**config.mk**
```make
export PLATFORM = sky130hd
export DESIGN_NAME = des_key_schedule
export DESIGN_NICKNAME = d
export VERILOG_FILES = /design/src/rtl/des_key_schedule.sv
export SDC_FILE = /design/constraint.sdc
export NUM_CORES = 1
export LEC_CHECK = 0
export ABC_AREA = 1
export ABC_CLOCK_PERIOD_IN_PS = 1950
export CORE_MARGIN = 3
export CORE_UTILIZATION = 33
export CTS_CLUSTER_SIZE = 24
export DETAILED_ROUTE_END_ITERATION = 6
export MAX_ROUTING_LAYER = met4
export SLEW_MARGIN = 5
export SYNTH_ARGS = -nofsm -noshare
export SYNTH_HDL_FRONTEND = slang
export SYNTH_SLANG_ARGS = --single-unit
```
**constraint.sdc**
```tcl
create_clock -name clk -period 1.95 [get_ports clk]
set_input_delay 0.195 -clock clk [delete_from_list [all_inputs] [get_ports clk]]
set_output_delay 0.195 -clock clk [all_outputs]
set_load 0.03 [all_outputs]
```
**src/rtl/des_key_schedule.sv**
```systemverilog
// DES key-schedule engine: PC-1 on a 64-bit key, then 16 rotated C/D values
// presented one per round over a valid/ready handshake, encrypt or decrypt order.
module des_key_schedule #(
  parameter bit CHECK_PARITY = 1'b0
) (
  input  logic        clk,
  input  logic        rst_n,
  input  logic        start,
  input  logic [63:0] key_in,
  input  logic        decrypt,
  output logic        busy,
  output logic        rk_valid,
  input  logic        rk_ready,
  output logic [3:0]  round_idx,
  output logic [55:0] cd_key,
  output logic        done,
  output logic        parity_err
);

  typedef enum logic {StIdle, StRound} state_e;

  // PC-1 source bit for each output position, stored zero-based.
  localparam logic [5:0] Pc1Tbl [56] = '{
    6'd56, 6'd48, 6'd40, 6'd32, 6'd24, 6'd16, 6'd8,  6'd0,  6'd57, 6'd49, 6'd41, 6'd33, 6'd25, 6'd17,
    6'd9,  6'd1,  6'd58, 6'd50, 6'd42, 6'd34, 6'd26, 6'd18, 6'd10, 6'd2,  6'd59, 6'd51, 6'd43, 6'd35,
    6'd62, 6'd54, 6'd46, 6'd38, 6'd30, 6'd22, 6'd14, 6'd6,  6'd61, 6'd53, 6'd45, 6'd37, 6'd29, 6'd21,
    6'd13, 6'd5,  6'd60, 6'd52, 6'd44, 6'd36, 6'd28, 6'd20, 6'd12, 6'd4,  6'd27, 6'd19, 6'd11, 6'd3
  };

  // Position 1 sits at bit 0, so a DES left rotate moves bits toward bit 0.
  function automatic logic [27:0] rot_l(input logic [27:0] v, input logic two);
    return two ? {v[1:0], v[27:2]} : {v[0], v[27:1]};
  endfunction

  function automatic logic [27:0] rot_r(input logic [27:0] v, input logic two);
    return two ? {v[25:0], v[27:26]} : {v[26:0], v[27]};
  endfunction

  state_e      state_q, state_d;
  logic [3:0]  round_q, round_d;
  logic [55:0] cd_q, cd_d;
  logic        dec_q, dec_d;
  logic        par_q, par_d;
  logic        done_q, done_d;

  logic [55:0] pc1;
  logic        par_bad;
  logic        accept, hs, last, two_shift;

  always_comb begin
    pc1 = '0;
    for (int k = 0; k < 56; k++) begin
      pc1[k] = key_in[Pc1Tbl[k]];
    end
  end

  always_comb begin
    par_bad = 1'b0;
    for (int j = 0; j < 8; j++) begin
      par_bad = par_bad | ~(^key_in[8*j +: 8]);
    end
  end

  assign accept    = (state_q == StIdle) && start;
  assign hs        = (state_q == StRound) && rk_ready;
  assign last      = hs && (round_q == 4'd15);
  // Single-bit steps occur when leaving indices 0, 7 and 14 in both orders.
  assign two_shift = !((round_q == 4'd0) || (round_q == 4'd7) || (round_q == 4'd14));

  // State register
  always_ff @(posedge clk or negedge rst_n) begin
    if (!rst_n) begin
      state_q <= StIdle;
      round_q <= '0;
      cd_q    <= '0;
      dec_q   <= 1'b0;
      par_q   <= 1'b0;
      done_q  <= 1'b0;
    end else begin
      state_q <= state_d;
      round_q <= round_d;
      cd_q    <= cd_d;
      dec_q   <= dec_d;
      par_q   <= par_d;
      done_q  <= done_d;
    end
  end

  // Next-state logic
  always_comb begin
    state_d = state_q;
    unique case (state_q)
      StIdle:  if (start) state_d = StRound;
      StRound: if (last)  state_d = StIdle;
      default: state_d = StIdle;
    endcase
  end

  // Datapath next-state
  always_comb begin
    round_d = round_q;
    cd_d    = cd_q;
    dec_d   = dec_q;
    par_d   = par_q;
    done_d  = last;
    if (accept) begin
      round_d = '0;
      dec_d   = decrypt;
      par_d   = CHECK_PARITY ? par_bad : 1'b0;
      cd_d    = decrypt ? pc1 : {rot_l(pc1[55:28], 1'b0), rot_l(pc1[27:0], 1'b0)};
    end else if (hs) begin
      if (last) begin
        round_d = '0;
      end else begin
        round_d = round_q + 4'd1;
        cd_d    = dec_q ? {rot_r(cd_q[55:28], two_shift), rot_r(cd_q[27:0], two_shift)}
                        : {rot_l(cd_q[55:28], two_shift), rot_l(cd_q[27:0], two_shift)};
      end
    end
  end

  // Outputs
  always_comb begin
    busy       = (state_q == StRound);
    rk_valid   = (state_q == StRound);
    round_idx  = round_q;
    cd_key     = cd_q;
    done       = done_q;
    parity_err = par_q;
  end

endmodule
```
==> reports/summary.txt <==
final hold viol count: 0
Antenna diodes: 0
count of cell types in the netlist: 22
Placement Cell Area: 6980 sq um
Starting Density: 34.1%
vias in the first global route: 5674
VDD IR-drop max: 0.000734 V
Overflow after GRT: 0
most common flop cell mapped by yosys: dfrtp_1
maximum root-to-sink buffer count: 2
Top Ports: 133
Yosys top cell area share: 30.9%
vias: 6267
Setup CP Type: flip-flop to flip-flop
most frequent cells after synthesis: nand2_1 (453), dfrtp_1 (63), nand3_1 (62)
IO Port Bufs: 123
clock share of power: 10.8%
CP arrival: 2.03 ns
FP Rows: 46
Synth Net Count: 1026
startpoint types: flip-flop
FILL cells: 1782
CTS root buf: clkbuf_16
Internal: 6.91 mW
Final Max Slew Viols: 0
area leader, netlist: nand2_1
status: finished, final reports clean
Tcrit/Tclk final: 89.7%
worst min path class: primary input to async pin
DRT Wirelength: 18200 um
initial antenna violation count: 0
Reg clk slew, reported paths: 0.05 ns
sw frac: 52.2%
synth warn: 0
Max Fclk: 572 MHz
clk_lat worst skew: 0.34 ns
via/cell ratio: 4.95
skew final: 0.00543 ns
number of setup buffers added after CTS: 0
most frequent cell after synthesis: nand2_1
worst-path fanout max: 28
max_slew headroom: 59.6%
post-synthesis async set-or-reset flop share: 100%
Seq pwr share: 19.0%
type of destination of the critical path: flip-flop
Power, Total: 14.5 mW
largest net degree at the start of global routing: 64
Slew @ Worst Pin: 0.606 ns
Leakage: 3.76 nW
number of flops mapped to enable cells by yosys: 0
first-pass GRT wire length: 29400 um
min Tclk post-route: 1.75 ns
layout cells sized above 1: 8.48%
final HPWL from detailed placement: 12100 um
Die H: 135 um
sequential share of the synthesized area: 28.7%
Area Growth Syn to Fin: 32.7%
Synth Instances: 954
CTS buffer count: 9
Place WS: 0.125 ns
Syn Std Cell Area: 5500 sq um
RSZ-0062 raised after global routing: false
Clock Sinks: 63
Required @ worst endpoint: 2.23 ns
combinational power share: 70.2%
Switch Pwr: 7.56 mW
Die W: 135 um
initial drt markers: 591
max cap viols: 0
top cells by area, synth: nand2_1 (31%), dfrtp_1 (29%), nand4_1 (6.4%)
ANT nets after route: 0
core area: 16100 sq um
routed length per instance: 14.4 um
nets: 1117
Avg Inst Size Synth: 5.76 sq um
GPL Wtd Cong: 0.826
CTS H-tree depth: 3
die area: 18200 sq um
DRC Markers: 0
Total Neg Setup Slack: 0 ns
CTS tree: built
Pre-antenna DRT Iters: 5
Final Instance Area: 7300 sq um
Total GRT Usage: 20.4%
synthesis-stage register bit count: 63
fin util: 45.3%
Pwr per Cell Area: 1980 nW/um^2
# setup viols final: 0
final worst slack: 0.201 ns
-- metal layers --
metal / vias up / global-route usage (%) / part of all wire (%)
met5: - / - / 0
met3: 15 / 3.32 / 6.2
met1: 2844 / 29.0 / 48
li1: 3193 / - / -
met2: 215 / 30.2 / 44
met4: 0 / 5.32 / 1.2
-- critical path: stages, from the launching register on --
cell	delay (ns)
dfrtp_1	0.41
inv_1	0.13
ha_1	0.18
nand3_2	0.16
nand3_4	0.18
clkbuf_16	0.23
nand2_1	0.09
nand2_1	0.07
nand2_1	0.05
nand3_1	0.08
nand2_1	0.05
inv_1	0.04
-- registers in the layout, summed over array words and instances, names as in the netlist --
| name | flops |
|---|---|
| round_idx | 4 |
| done | 1 |
| cd_key | 56 |
| busy | 1 |
| dec_q | 1 |
-- worst paths after layout --
path                               from  slack, ns    endpoint  cells after the start
min in group clk                decrypt       0.53       dec_q                      4
hold reg to reg              cd_key[26]       0.60  cd_key[26]                      3
max in group asynchronous         rst_n       1.24  cd_key[37]                      3
setup reg to reg           round_idx[0]       0.20  cd_key[17]                     11
setup / recovery           round_idx[0]       0.20  cd_key[17]                     11
hold / removal                    rst_n       0.41   cd_key[3]                      3
-- stage by stage --
step / hold WS, ns / instances
final: 0.408 / 1265
after global routing: 0.456 / 1265
after CTS: 0.422 / 1264
after detailed placement: 0.252 / 1248
after global placement: 0.253 / 1248
after floorplan: -0.101 / 954
-- cell families after synthesis --
family,count (synthesis),synth area share (%)
AOI/OAI and AO/OA,64,5.92
xor gates and xnor gates,1,0.159
adders and majority gates,3,0.683
buffers and inverters,134,10.9
DFF,63,28.7
other,1,0.0682
and+or+nand+nor,688,53.6
-- area by class of cell --
class | count | area (sq um) | share of cell area, %
timing repair buffer | 148 | 1550 | 21.3
tap | 216 | 270 | 3.70
clock buffer | 15 | 278 | 3.81
multi-input combinational | 757 | 3370 | 46.2
sequential | 63 | 1580 | 21.6
inverter | 66 | 248 | 3.40
-- what timing repair did --
action / in CTS / in global routing
gates resized for setup: 0 / 1
endpoints found under the setup margin: 0 / 7
hold buffers: 1 / 0
hold endpoints to repair: 63 / 0
-- placed cells by master (no fill, tap or decap), types with 4 or more instances in the layout --
| master | instances |
|---|---|
| nand2_1 | 453 |
| clkdlybuf4s50_1 | 121 |
| dfrtp_1 | 63 |
| inv_1 | 60 |
| a21oi_1 | 58 |
| nand3_1 | 58 |
| nor2_1 | 57 |
| nand4_1 | 56 |
| or2_2 | 36 |
| or2_0 | 20 |
| buf_4 | 13 |
| clkbuf_16 | 10 |
| buf_12 | 10 |
| inv_2 | 6 |
| o21ai_0 | 4 |
-- power groups by stage --
| stage | sequential, mW | combinational (mW) | clock (mW) |
|---|---|---|---|
| after floorplan | 3.85 | 5.71 | 0 |
| after global placement | 2.77 | 9.93 | 0 |
| after detailed placement | 2.77 | 9.98 | 0 |
| after CTS | 2.76 | 10.0 | 1.61 |
| after global routing | 2.88 | 11.4 | 1.66 |
| final | 2.75 | 10.2 | 1.56 |
(Power assumes the default switching activity.)
